===== src/rtl/led_sequencer.sv =====
// -----------------------------------------------------------------------------
// led_sequencer
//   Multi-channel LED driver for the car body lights. A single clock domain
//   drives the blink divider, the PWM dimmer, the per-channel manual/automatic
//   request logic and a beat-driven ping-pong chase ("dance" mode).
//
// Ports
//   clk           system clock
//   reset         asynchronous, active-low reset
//   master_toggle 1-clk pulse, toggles the master enable
//   ch_toggle     1-clk pulses, toggle the per-channel manual enables
//   auto_req      level, automatic request per channel (stop/back/turn decode)
//   blink_mask    level, 1 = channel blinks, 0 = channel steady
//   duty          global brightness, 0 = off, all-ones = fully on
//   dance_en      level, dance mode request
//   beat          1-clk pulse per music beat, advances the chase
//   led           registered LED drive
//   dance_pos     current chase position
// -----------------------------------------------------------------------------
module led_sequencer #(
  parameter  int NUM_CH    = 5,
  parameter  int BLINK_DIV = 25_000_000,
  parameter  int PWM_W     = 8,
  localparam int POS_W     = $clog2(NUM_CH) | 1
) (
  input  logic              clk,
  input  logic              reset,
  input  logic              master_toggle,
  input  logic [NUM_CH-1:0] ch_toggle,
  input  logic [NUM_CH-1:0] auto_req,
  input  logic [NUM_CH-1:0] blink_mask,
  input  logic [PWM_W-1:0]  duty,
  input  logic              dance_en,
  input  logic              beat,
  output logic [NUM_CH-1:0] led,
  output logic [POS_W-1:0]  dance_pos
);

  localparam int              CNT_W    = $clog2(BLINK_DIV);
  localparam logic [CNT_W-1:0] BLINK_LAST = CNT_W'(BLINK_DIV - 1);
  localparam logic [POS_W-1:0] POS_LAST   = POS_W'(NUM_CH - 1);

  typedef enum logic [1:0] {
    ST_NORMAL = 2'd0,
    ST_FWD    = 2'd1,
    ST_REV    = 2'd2
  } state_t;

  // Registered state
  logic              master_on_q, master_on_d;
  logic [NUM_CH-1:0] man_on_q,    man_on_d;
  logic [CNT_W-1:0]  blink_cnt_q, blink_cnt_d;
  logic              blink_ph_q,  blink_ph_d;
  logic [PWM_W-1:0]  pwm_cnt_q,   pwm_cnt_d;
  logic [NUM_CH-1:0] led_q,       led_d;
  logic              dance_en_q;
  state_t            state_q;
  logic [POS_W-1:0]  dance_pos_q;

  // Combinational helpers
  logic              blink_wrap;
  logic              pwm_on;
  logic              dance_rise;
  logic [NUM_CH-1:0] req;
  logic [NUM_CH-1:0] blink_gate;
  logic [NUM_CH-1:0] normal_nxt;
  logic [NUM_CH-1:0] dance_nxt;

  // ---------------------------------------------------------------------------
  // Next-state and output decode
  // ---------------------------------------------------------------------------
  always_comb begin
    // NOTE: every signal written here gets a value on every path first, so no
    // latch can be inferred even if a later branch is edited carelessly.
    master_on_d = master_on_q ^ master_toggle;
    man_on_d    = man_on_q ^ ch_toggle;   // toggles even while master is off

    blink_wrap  = (blink_cnt_q == BLINK_LAST);
    blink_cnt_d = blink_wrap ? '0 : blink_cnt_q + 1'b1;
    blink_ph_d  = blink_ph_q ^ blink_wrap;

    pwm_cnt_d   = pwm_cnt_q + 1'b1;
    // All-ones duty is forced fully on; otherwise the counter compare would
    // leave one dark slot per PWM period.
    pwm_on      = (&duty) | (pwm_cnt_q < duty);

    dance_rise  = dance_en & ~dance_en_q;

    req         = man_on_q | auto_req;
    // Steady channels pass; blinking channels follow the blink phase.
    blink_gate  = ~blink_mask | {NUM_CH{blink_ph_q}};
    normal_nxt  = req & blink_gate & {NUM_CH{master_on_q & pwm_on}};

    dance_nxt   = (NUM_CH'(1) << dance_pos_q) & {NUM_CH{pwm_on}};

    led_d       = (state_q == ST_NORMAL) ? normal_nxt : dance_nxt;
  end

  // ---------------------------------------------------------------------------
  // Enables, divider, PWM counter and LED output register
  // ---------------------------------------------------------------------------
  always_ff @(posedge clk or negedge reset) begin
    if (!reset) begin
      master_on_q <= 1'b0;
      man_on_q    <= '0;
      blink_cnt_q <= '0;
      blink_ph_q  <= 1'b0;
      pwm_cnt_q   <= '0;
      led_q       <= '0;
    end else begin
      // NOTE: sequential state is updated with non-blocking assignments so all
      // registers sample the pre-edge values regardless of statement order.
      master_on_q <= master_on_d;
      man_on_q    <= man_on_d;
      blink_cnt_q <= blink_cnt_d;
      blink_ph_q  <= blink_ph_d;
      pwm_cnt_q   <= pwm_cnt_d;
      led_q       <= led_d;
    end
  end

  // ---------------------------------------------------------------------------
  // Dance FSM: ping-pong chase advanced by beat pulses
  // ---------------------------------------------------------------------------
  always_ff @(posedge clk or negedge reset) begin
    if (!reset) begin
      state_q     <= ST_NORMAL;
      dance_pos_q <= '0;
      dance_en_q  <= 1'b0;
    end else begin
      dance_en_q <= dance_en;
      if (!dance_en) begin
        // Leaving dance mode from any state; manual/master state is untouched.
        state_q     <= ST_NORMAL;
        dance_pos_q <= '0;
      end else begin
        unique case (state_q)
          ST_NORMAL: begin
            // A beat in the entry cycle is ignored: the chase starts at 0.
            if (dance_rise) begin
              state_q     <= ST_FWD;
              dance_pos_q <= '0;
            end
          end
          ST_FWD: begin
            // A single channel has nowhere to move; stay at 0 in FWD.
            if (beat && NUM_CH > 1) begin
              if (dance_pos_q == POS_LAST) begin
                state_q     <= ST_REV;
                dance_pos_q <= dance_pos_q - 1'b1;
              end else begin
                dance_pos_q <= dance_pos_q + 1'b1;
              end
            end
          end
          ST_REV: begin
            if (beat) begin
              if (dance_pos_q == '0) begin
                state_q     <= ST_FWD;
                dance_pos_q <= dance_pos_q + 1'b1;
              end else begin
                dance_pos_q <= dance_pos_q - 1'b1;
              end
            end
          end
          default: begin
            state_q     <= ST_NORMAL;
            dance_pos_q <= '0;
          end
        endcase
      end
    end
  end

  assign led       = led_q;
  assign dance_pos = dance_pos_q;

endmodule

===== config.mk =====
export PLATFORM = sky130hd
export DESIGN_NAME = led_sequencer
export DESIGN_NICKNAME = d
export VERILOG_FILES = /design/src/rtl/led_sequencer.sv
export SDC_FILE = /design/constraint.sdc
export NUM_CORES = 1
export LEC_CHECK = 0
export BUFFER_PORTS_ARGS = -buffer_cell sky130_fd_sc_hd__buf_2
export CAP_MARGIN = 25
export CORE_ASPECT_RATIO = 1.25
export CORE_MARGIN = 3
export CORE_UTILIZATION = 58
export CTS_CLUSTER_DIAMETER = 40
export DETAILED_ROUTE_END_ITERATION = 10
export PLACE_DENSITY = 0.8
export SYNTH_ARGS = -nofsm -noshare
export SYNTH_HDL_FRONTEND = slang
export SYNTH_SLANG_ARGS = --single-unit

===== constraint.sdc =====
create_clock -name clk -period 2.1 [get_ports clk]
set_input_delay 0.42 -clock clk [delete_from_list [all_inputs] [get_ports clk]]
set_output_delay 0.42 -clock clk [all_outputs]
set_load 0.02 [all_outputs]

After elaboration in Yosys (flattened, before gate mapping) --
Index checks and enable logic that the tools add are counted.
Word-level totals: flip-flop bits (word level) 51, bits in latches 0, RAM bits 0, bits in read-only memories 0, output and inout port bits 8, logic and storage cells 58, memories kept 0
Cells by class: add/subtract/negate cells 4, multiply operators 0, divide/modulo/power cells 0, magnitude comparators 1, equal/unequal tests 9, shifts and indexed selects 1, multiplexer cells 16, bitwise gates (word level) 13, reductions and logical operators 5
Operator list (count):
- 25-bit by 1-bit adder with 25-bit output, second input constant | 1
- 25-bit equality test, second input constant | 1
- 25-bit 2-to-1 mux | 1
- 3-bit 2-to-1 mux | 6
- 5-bit bitwise AND | 3
- 3-bit != test, second input constant | 5
- 2-bit 2-to-1 mux | 6
- 5-bit OR | 2
- 3-bit one-hot mux with 3 select lines | 1
- 8-bit by 1-bit adder with 8-bit output, second input constant | 1
- 8-bit < comparator | 1
- 8-bit AND reduction | 1
- 2-bit one-hot mux with 3 select lines | 1
- 5-bit 2-to-1 mux | 1
- 5-bit NOT | 1
- 5-bit AND reduction | 1
- 1-bit by 3-bit left shift with 5-bit output, first input constant | 1
- 5-bit bitwise XOR | 1
- 3-bit by 1-bit adder with 3-bit output, second input constant | 1
- 3-bit equality test, second input constant | 1
- 3-bit logical NOT | 1
- 3-bit AND reduction | 1
- 3-bit by 1-bit subtractor with 3-bit output, second input constant | 1
- 1-bit bitwise AND | 2
- 6 further kinds | 7

Logic depth before layout (Yosys ltp) --
Gate-level depths: netlist (run 1).
depth after elaboration 5, depth in mapped cells 7, mapped depth without buffers 6

Least setup slack after synthesis (run 1) --
No wires, ideal clock.
path kind reg-to-reg, start register blink_cnt_q[15], end register blink_cnt_q[1], setup time 120 ps, data arrival time 1726 ps, setup slack 254 ps, cell stages (with the launch flop) 5, buffers on the path 0, clock period less this slack 1846 ps, cells stage by stage dfrtp_1 or3b_1 or4_4 nor4_4 and2b_2
On the way: word-level cells in the longest chain between the ends 2
RTL lines:
- start, declared | RTL line 52 | logic [CNT_W-1:0] blink_cnt_q, blink_cnt_d;
- start signal, assigned | RTL line 115 | blink_cnt_q <= blink_cnt_d;
- 25-bit equality test | RTL line 78 | blink_wrap = (blink_cnt_q == BLINK_LAST);
- 25-bit 2-to-1 mux | RTL line 79 | blink_cnt_d = blink_wrap ? '0 : blink_cnt_q + 1'b1;
- named net blink_cnt_d[1] | RTL line 52
The timed path passes the listed nets, and every way through them passes these cells. A chain may end at the register's enable or synchronous reset.

Final worst setup path (run 1) --
start register blink_cnt_q[0], end register blink_ph_q
On the way: word-level cells in the longest chain between the ends 2
RTL lines:
- 25-bit equality test | RTL line 78
- 1-bit bitwise XOR | RTL line 80 | blink_ph_d = blink_ph_q ^ blink_wrap;
- named net blink_ph_d | RTL line 53 | logic blink_ph_q, blink_ph_d;
- end signal, assigned | RTL line 116 | blink_ph_q <= blink_ph_d;
- end, declared | RTL line 53
The timed path passes the listed nets, and every way through them passes these cells.

==> results of run 1 <==
[flip-flops by register name, indices dropped and copies added (netlist names)]
signal	count
blink_cnt_q	25
blink_ph_q	1
dance_en_q	1
dance_pos	3
led	5
man_on_q	5
master_on_q	1
pwm_cnt_q	8
state_q	2
[per-stage QoR]
stage	hold slack [ps]	instances
2_1_floorplan	124	276
3_3_place_gp	404	372
3_5_place_dp	417	372
4_1_cts	86.2	380
5_1_grt	95.1	380
6_report	70.7	380
[worst register-to-register path: stages, from the launching register on]
cell     delay [ps]
dfrtp_1         400
ha_1            260
and4_1          310
nand2_1         140
nor4_4          330
buf_4           210
xor2_1          170
[cells by family (layout without fill, tap and decap cells)]
logic type	after synthesis	in the layout	share of synthesized area
AOI/OAI and AO/OA	49	49	0.120
xor gates and xnor gates	29	29	0.0908
adders and majority gates	19	19	0.0850
buffers and inverters	25	71	0.0362
DFF	51	51	0.456
muxes	2	2	0.00716
and+or+nand+nor	101	101	0.204
[cells in the mapped netlist, drive strengths merged (2+ instances only)]
cell     instances
dfrtp           51
nand2           23
inv             21
ha              19
a21oi           17
nor2            16
xnor2           15
xor2            14
nand4           12
nand2b           9
nand3            6
nor4             6
a221oi           5
o2111ai          5
o21ai            5
or4              5
and3             4
and4             4
nor3             4
o31ai            4
or3              4
clkbuf           3
o211ai           3
a31o             2
a41oi            2
and2             2
mux2i            2
[path summary, 6_finish.rpt]
path | from | endpoint | depth (start not counted)
worst max-delay path | blink_cnt_q[0]$_DFF_PN0_ | blink_ph_q$_DFF_PN0_ | 6
worst min-delay path | reset | pwm_cnt_q[6]$_DFF_PN0_ | 1
worst max register to register | blink_cnt_q[0]$_DFF_PN0_ | blink_ph_q$_DFF_PN0_ | 6
worst min register to register | man_on_q[0]$_DFF_PN0_ | man_on_q[0]$_DFF_PN0_ | 1
max in group asynchronous | reset | led[4]$_DFF_PN0_ | 2
min in group clk | dance_en | dance_en_q$_DFF_PN0_ | 1
[cell type report]
class,instances,area [µm²]
clock buffer,7,76.3
clock inverter,1,5.00
fill,363,1370
inverter,21,78.8
multi-input combinational,200,1420
sequential,51,1280
tap,58,72.6
timing repair buffer,42,228
[where the power goes]
part	switching (mW)	leakage, nW	internal, mW	total, mW
sequential	0.0815	0.663	1.08	1.16
combinational	0.239	0.761	0.165	0.404
clock	0.312	0.0422	0.235	0.546
[layer usage]
layer  track usage  routed length (µm)  vias up
met1         0.296                2450     1089
li1              -                   -     1084
met4        0.0778                 111        0
met2         0.397                3160       59
met5             0                   0        -
met3        0.0418                 229       11
==> reports/results.ini, run 1 <==
[status]
outcome=finished, final reports clean

[routing]
remaining_drc_errors=0
wl_per_cell_um=15.7
detail_route.iter0.violations=144
wl_mm=5.95
vias_per_cell=5.90
first_pass_iters=6
num_vias=2243
final_antenna_net_count=0

[job]
timing.max_cap.violations=0

[critical_path]
worst_path_largest_cell_delay_ps=400
crit_buf_inv=1
reg2reg_setup_slack_ps=200
worstPathArrival_ps=2120
crit_family=simple AND/OR/NAND/NOR gates
worst_path_max_delay_cell=dfrtp_1
crit_path_cell_trace=ha_1, and4_1, nand2_1, nor4_4, buf_4, xor2_1
criticalPathCategory=reg2reg
startpoint_type=register
crit_fanout=8
cp-end-kind=register
required_ps=2320

[global_routing]
grt_util_all_layers=0.235
grt_pass1_wl_mm=10.4
antenna_found_initial=0
grt_pass1_vias=2313
gr-total-overflow=0
grt_max_degree=22

[logic_synthesis]
syn_avg_cell_area_um2=10.1
yosys.area.top_type=dfrtp_1
postSynthCellCount=276
yosys-top-cells-area=dfrtp_1, ha_1, xnor2_1, xor2_1, nand2_1
yosysWarnings=0
ys_seq_area_frac=0.456
ys_seq_elements=51
netlist_area_um2=2800
synth_flop_cell=dfrtp_1
synth_edf_count=0
synth_cell_type_count=45
synth_nets=323
synth-async-reset-ratio=1.00
synth_top_area_share=0.456

[hold_path]
hold_path_class=in2async

[sta]
setup_viol=0
hold_violations=0
fin_crit_ps=1900
finalClockSkew_ps=9.93
tightest_slew_ps=637
fin_tns_setup_ps=0
rsz0062_at_grt=false
max_freq_ghz=0.527
period_share=0.903
slew_violations=0
slew_headroom=0.571
fin_ws_ps=204

[final_layout]
finalInstanceArea_um2=3160
final_util=0.698
fin_nets=368
final_common_cell=dfrtp_1
final_cell_mix=dfrtp_1, buf_2, nand2_1
area_growth_pct=12.9
diodes=0
drive_above_1_share=0.183

[placement]
gp_congestion=0.891
port_buffers=35
preCtsSetupSlack_ps=222
placed_cell_area_um2=3070
dp_hpwl_mm=4.39

[floorplanning]
die_x_um=68.1
initial_core_util=0.618
pin_count=36
core_um2=4530
die_h_um=83.6
die-area_um2=5700
fp-row-count=27

[cts]
cts.clk_slew.worst_paths_ps=90
postCtsResizedCells=0
clockBufferDepth=2
h-tree-depth=2
cts_tree=done
cts_buffers=5
clockRootBuffer=clkbuf_8
cts_setup_buffers=0
clock_latency_ps=310
hold_buffers=0
clkSinkCount=51

[pwr]
p_per_area_nw_per_um2=668
ir_drop_mv=0.487
power_mw=2.11
cellLeakagePower_nw=1.47

Note: power is estimated with default switching activity, not from simulation.
==> run 2, diff against run 1 <==
--- a/config.mk
+++ b/config.mk
@@ -13,6 +13,7 @@
 export CTS_CLUSTER_DIAMETER = 40
 export DETAILED_ROUTE_END_ITERATION = 10
 export PLACE_DENSITY = 0.8
+export REMOVE_ABC_BUFFERS = 1
 export SYNTH_ARGS = -nofsm -noshare
 export SYNTH_HDL_FRONTEND = slang
 export SYNTH_SLANG_ARGS = --single-unit
==> run 2 against run 1 <==
Sequential share of layout area barely moved. Critical path depth shrank 1. Flip-flop and latch count did not move. Core utilization down 0.055 points. First-iteration DRC count decreased by 9.0%. Highest routed layer unchanged. Final area about the same. Maximum frequency fell by 0.51%. Clock power shrank 0.9%. Setup slack got worse by 9.7 ps. Combinational power decreased by 2%. Routed wire length fell by 6.3%. Largest cell class unchanged.
==> reports/results.ini, run 2 (same netlist as run 1, synthesis figures left out) <==
[final_layout]
multi_input_area_um2=1420  ; -0.18%
area_growth_pct=12.8  ; about the same
diodes=0  ; unchanged
regMostFlops=blink_cnt_q
fillers=356  ; -1.9%
top_regs=blink_cnt_q x25, pwm_cnt_q x8
fin_nets=366  ; -0.54%
largest_register_ffs=25  ; unchanged
regArea_um2=1280  ; unchanged
drive_above_1_share=0.181  ; -0.00198
final_cell_mix=dfrtp_1, buf_2, nand2_1
final_common_cell=dfrtp_1

[cts]
hold_buffers=0  ; unchanged
clock_latency_ps=300  ; about the same
clkSinkCount=51  ; unchanged
clockRootBuffer=clkbuf_8
h-tree-depth=2  ; unchanged
postCtsResizedCells=0  ; unchanged
cts_tree=done
cts_buffers=5  ; unchanged
clockBufferDepth=2  ; unchanged
cts.clk_slew.worst_paths_ps=90  ; about the same
cts_setup_buffers=0  ; unchanged

[sta]
fin_crit_ps=1910  ; +9.72 ps
slew_headroom=0.614  ; +0.0430
fin_tns_setup_ps=0  ; unchanged
period_share=0.908  ; +0.00463
tightest_slew_ps=573  ; -63.8 ps
setup_viol=0  ; unchanged
max_freq_ghz=0.525  ; -0.51%
slew_violations=0  ; unchanged
finalClockSkew_ps=6.79  ; -3.15 ps
hold_violations=0  ; unchanged
rsz0062_at_grt=false

[routing]
num_vias=2165  ; -3.5%
first_pass_iters=4  ; -2
top_layer=met4
wl_per_cell_um=14.8  ; -5.8%
wl_mm=5.58  ; -6.3%
wl_met3_um=184  ; -20%
final_antenna_net_count=0  ; unchanged
remaining_drc_errors=0  ; unchanged
wl_met2_mm=2.90  ; -8.0%
vias_per_cell=5.73  ; -3.0%
detail_route.iter0.violations=131  ; -9.0%
met1Wirelength_mm=2.42  ; -1.1%

[critical_path]
startpoint_type=register
rr_worst_depth=5  ; -1
required_ps=2290  ; -30 ps
endpoint=blink_cnt_q[24]$_DFF_PN0_
r2r_start=blink_cnt_q[15]$_DFF_PN0_
criticalPathCategory=reg2reg
crit_start=blink_cnt_q[15]$_DFF_PN0_
reg2reg_setup_slack_ps=190  ; about the same
worst_path_largest_cell_delay_ps=440  ; +40 ps
crit_path_cell_trace=or3b_1, or4_4, nor4_4, buf_4, a21oi_1
worstPathArrival_ps=2090  ; -30 ps
worst_path_max_delay_cell=or4_4
r2r-end=blink_cnt_q[24]$_DFF_PN0_
cp-end-kind=register
crit_fanout=7  ; -1

[job]
timing.max_cap.violations=0  ; unchanged

[pwr]
p_sw_frac=0.296  ; -0.00381
cellLeakagePower_nw=1.47  ; about the same
combPwrFrac=0.189  ; -0.003
power_mw=2.09  ; -1.1%
internal-power_mw=1.47  ; -0.52%
p_clk_frac=0.259  ; about the same
seq_power_share=0.551  ; +0.002
p_per_area_nw_per_um2=661  ; -0.98%
p_sw_mw=0.617  ; -2.3%
ir_drop_mv=0.457  ; -6.1%

[global_routing]
grt_pass1_wl_mm=9.84  ; -5.1%
antenna_found_initial=0  ; unchanged
grt_util_all_layers=0.221  ; -0.0142
gr-total-overflow=0  ; unchanged
grt_pass1_vias=2222  ; -3.9%
grt_max_degree=33  ; +50%

[placement]
gp_congestion=0.868  ; -2.5%
dp_hpwl_mm=4.35  ; -0.77%
port_buffers=35  ; unchanged

[status]
outcome=finished, final reports clean

[floorplanning]
core_um2=4530  ; unchanged
pin_count=36  ; unchanged
die-area_um2=5700  ; unchanged
fp-row-count=27  ; unchanged
die_h_um=83.6  ; unchanged
initial_core_util=0.618  ; unchanged
die_x_um=68.1  ; unchanged

[hold_path]
hold_path_class=in2async

==> run 2: cell types whose count changed in the layout (fill, tap and decap cells not counted), sizes merged <==
cell,change
buf,-2
clkbuf,-2
clkinv,+2
==> run 2: final cells by class <==
type,instances,area share
tap,58,0.0230
clock inverter,3,0.00476
clock buffer,5,0.0218
inverter,21,0.0250
sequential,51,0.404
multi-input combinational,200,0.450
timing repair buffer,40,0.0714
==> run 2: worst min-delay path by stage <==
stage          startpoint                   endpoint  depth (start not counted)
2_1_floorplan       reset   blink_cnt_q[0]$_DFF_PN0_                          0
3_3_place_gp        reset     pwm_cnt_q[7]$_DFF_PN0_                          1
3_5_place_dp        reset     pwm_cnt_q[7]$_DFF_PN0_                          1
4_1_cts             reset     pwm_cnt_q[2]$_DFF_PN0_                          1
5_1_grt             reset  blink_cnt_q[23]$_DFF_PN0_                          1
6_report            reset     pwm_cnt_q[7]$_DFF_PN0_                          1
==> run 2: power by group through the flow <==
stage | sequential, mW | clock, mW | combinational (mW)
floorplan | 1.19 | 0 | 0.224
global placement | 1.17 | 0 | 0.386
detailed placement | 1.17 | 0 | 0.398
CTS | 1.15 | 0.559 | 0.399
global route | 1.17 | 0.603 | 0.447
finish | 1.15 | 0.541 | 0.395
==> run 2: worst max-delay path: cells and delay by family (launching register included) <==
family / cells / cell delay (ps)
AND/OR/NAND/NOR: 3 / 1100
AO/OA/AOI/OAI: 1 / 50
buffers and inverters: 1 / 230
flip-flops: 1 / 410
==> run 2: through the flow <==
stage | hold slack [ps] | setup slack (ps) | cell area (µm²) | instances | util
6_report | 66.8 | 194 | 3160 | 378 | 0.697
4_1_cts | 70.9 | 202 | 3160 | 378 | 0.697
3_3_place_gp | 399 | 247 | 3070 | 370 | 0.679
5_1_grt | 86.9 | 10.3 | 3160 | 378 | 0.697
3_5_place_dp | 404 | 209 | 3070 | 370 | 0.679
2_1_floorplan | 124 | 53.1 | 2770 | 272 | -
==> run 2: routing by layer <==
| metal | track usage | vias to the layer above |
|---|---|---|
| met3 | 0.0485 | 8 |
| met4 | 0.0488 | 0 |
| li1 | - | 1075 |
| met1 | 0.293 | 1048 |
| met5 | 0 | - |
| met2 | 0.365 | 34 |
==> run 3, diff against run 2 <==
--- a/config.mk
+++ b/config.mk
@@ -9,10 +9,11 @@
 export CAP_MARGIN = 25
 export CORE_ASPECT_RATIO = 1.25
 export CORE_MARGIN = 3
-export CORE_UTILIZATION = 58
+export CORE_UTILIZATION = 60
+export CTS_BUF_LIST = sky130_fd_sc_hd__clkbuf_8
 export CTS_CLUSTER_DIAMETER = 40
 export DETAILED_ROUTE_END_ITERATION = 10
-export PLACE_DENSITY = 0.8
+export PLACE_DENSITY = 0.82
 export REMOVE_ABC_BUFFERS = 1
 export SYNTH_ARGS = -nofsm -noshare
 export SYNTH_HDL_FRONTEND = slang
==> run 3 against run 2 <==
Via count up 1.9%. Sequential share of layout area down 0.14 points. Clock skew down 1.0 ps. Final area up 0.36%. Sequential power about the same.
==> reports/results.ini, run 3 (same netlist as run 1, synthesis figures left out) <==
[status]
outcome=finished, final reports clean

[final_layout]
top_regs=blink_cnt_q x25, pwm_cnt_q x8
drive_above_1_share=0.181  ; unchanged
layout.cells.non_filler=378  ; unchanged
area_growth_pct=13.2
largest_register_ffs=25  ; unchanged
final_cell_mix=dfrtp_1, buf_2, nand2_1
final_common_cell=dfrtp_1
diodes=0  ; unchanged
fin_nets=367  ; +0.27%
regMostFlops=blink_cnt_q

[cts]
cts_tree=done
clockBufferDepth=2  ; unchanged
hold_buffers=0  ; unchanged
clock_latency_ps=300  ; about the same
postCtsResizedCells=0  ; unchanged
clkSinkCount=51  ; unchanged
cts.clk_slew.worst_paths_ps=90  ; about the same
h-tree-depth=2  ; unchanged
cts_buffers=5  ; unchanged
clockRootBuffer=clkbuf_8
cts_setup_buffers=0  ; unchanged

[sta]
hold_violations=0  ; unchanged
fin_ws_ps=195  ; +0.762 ps
whs_ps=98.4  ; +31.6 ps
fin_tns_setup_ps=0  ; unchanged
tightest_slew_ps=652  ; +79.5 ps
slew_headroom=0.560  ; -0.0536
setup_viol=0  ; unchanged
rsz0062_at_grt=false
slew_violations=0  ; unchanged
period_share=0.907  ; about the same
finalClockSkew_ps=5.78  ; -1.00 ps
fin_crit_ps=1910  ; -0.762 ps
max_freq_ghz=0.525  ; about the same

[pwr]
power_mw=2.12  ; +1.6%
ir_drop_mv=0.656  ; +44%
cellLeakagePower_nw=1.47  ; +0.33%
p_per_area_nw_per_um2=669  ; +1.3%

[placement]
dp_hpwl_mm=4.39  ; +0.76%
placed_cells=371  ; +0.27%
gp_congestion=0.912  ; +5.0%
port_buffers=35  ; unchanged
preCtsSetupSlack_ps=208  ; -0.163 ps

[critical_path]
crit_fanout=8  ; +1
worst_path_max_delay_cell=or4_4
crit_buf_inv=1  ; unchanged
crit_path_cell_trace=or3b_1, or4_4, nor4_4, buf_4, nor2_1
crit_family=simple AND/OR/NAND/NOR gates
required_ps=2290  ; about the same
worstPathArrival_ps=2100  ; about the same
criticalPathCategory=reg2reg
cp-end-kind=register
startpoint_type=register
worst_path_largest_cell_delay_ps=440  ; about the same
reg2reg_setup_slack_ps=190  ; about the same

[global_routing]
antenna_found_initial=0  ; unchanged
gr-total-overflow=0  ; unchanged
grt_max_degree=52  ; +58%
grt_util_all_layers=0.222  ; +0.000837
grt_pass1_vias=2076  ; -6.6%
grt_pass1_wl_mm=9.23  ; -6.2%

[routing]
remaining_drc_errors=0  ; unchanged
final_antenna_net_count=0  ; unchanged
wl_per_cell_um=15.1  ; +2.4%
detail_route.iter0.violations=126  ; -3.8%
wl_mm=5.71  ; +2.4%
first_pass_iters=4  ; unchanged
num_vias=2206  ; +1.9%
vias_per_cell=5.84  ; +1.9%

[floorplanning]
die_h_um=82.3  ; -1.6%
initial_core_util=0.627  ; +0.00936
die_x_um=67.1  ; -1.5%
core_um2=4460  ; -1.5%
die-area_um2=5520  ; -3.1%
pin_count=36  ; unchanged
fp-row-count=27  ; unchanged

[hold_path]
hold_path_class=in2async

[job]
timing.max_cap.violations=0  ; unchanged

run 3: worst paths after layout:
kind,from,end,cells past startpoint
min,reset,pwm_cnt_q[4]$_DFF_PN0_,2
max,blink_cnt_q[15]$_DFF_PN0_,blink_cnt_q[13]$_DFF_PN0_,5
max reg2reg,blink_cnt_q[15]$_DFF_PN0_,blink_cnt_q[13]$_DFF_PN0_,5
min reg2reg,man_on_q[0]$_DFF_PN0_,man_on_q[0]$_DFF_PN0_,1
max in group asynchronous,reset,blink_cnt_q[19]$_DFF_PN0_,2
min in group clk,dance_en,dance_en_q$_DFF_PN0_,1
run 3: metal layers:
metal  up-vias  track usage  wire (µm)
met5         -            0          0
met4         0       0.0974        158
met3        15       0.0433        207
met2        40        0.411       3140
met1      1068        0.241       2200
li1       1083            -          -
run 3: where the power goes:
| part | internal [mW] | switching (mW) |
|---|---|---|
| Clock | 0.259 | 0.304 |
| Sequential | 1.08 | 0.0803 |
| Combinational | 0.163 | 0.237 |
run 3: through the flow:
| step | util | area (µm²) |
|---|---|---|
| global placement | 0.691 | 3080 |
| CTS | 0.710 | 3170 |
| floorplan | - | 2770 |
| finish | 0.710 | 3170 |
| detailed placement | 0.691 | 3080 |
| global route | 0.710 | 3170 |
run 3: area by class of cell:
class,instances,area (µm²)
flip-flops and latches,51,1280
multi-input cells,200,1420
fillers,349,1290
well taps,58,72.6
repair buffers,41,233
clock inverters,1,5.00
clock buffers,6,82.6
inverters,21,78.8
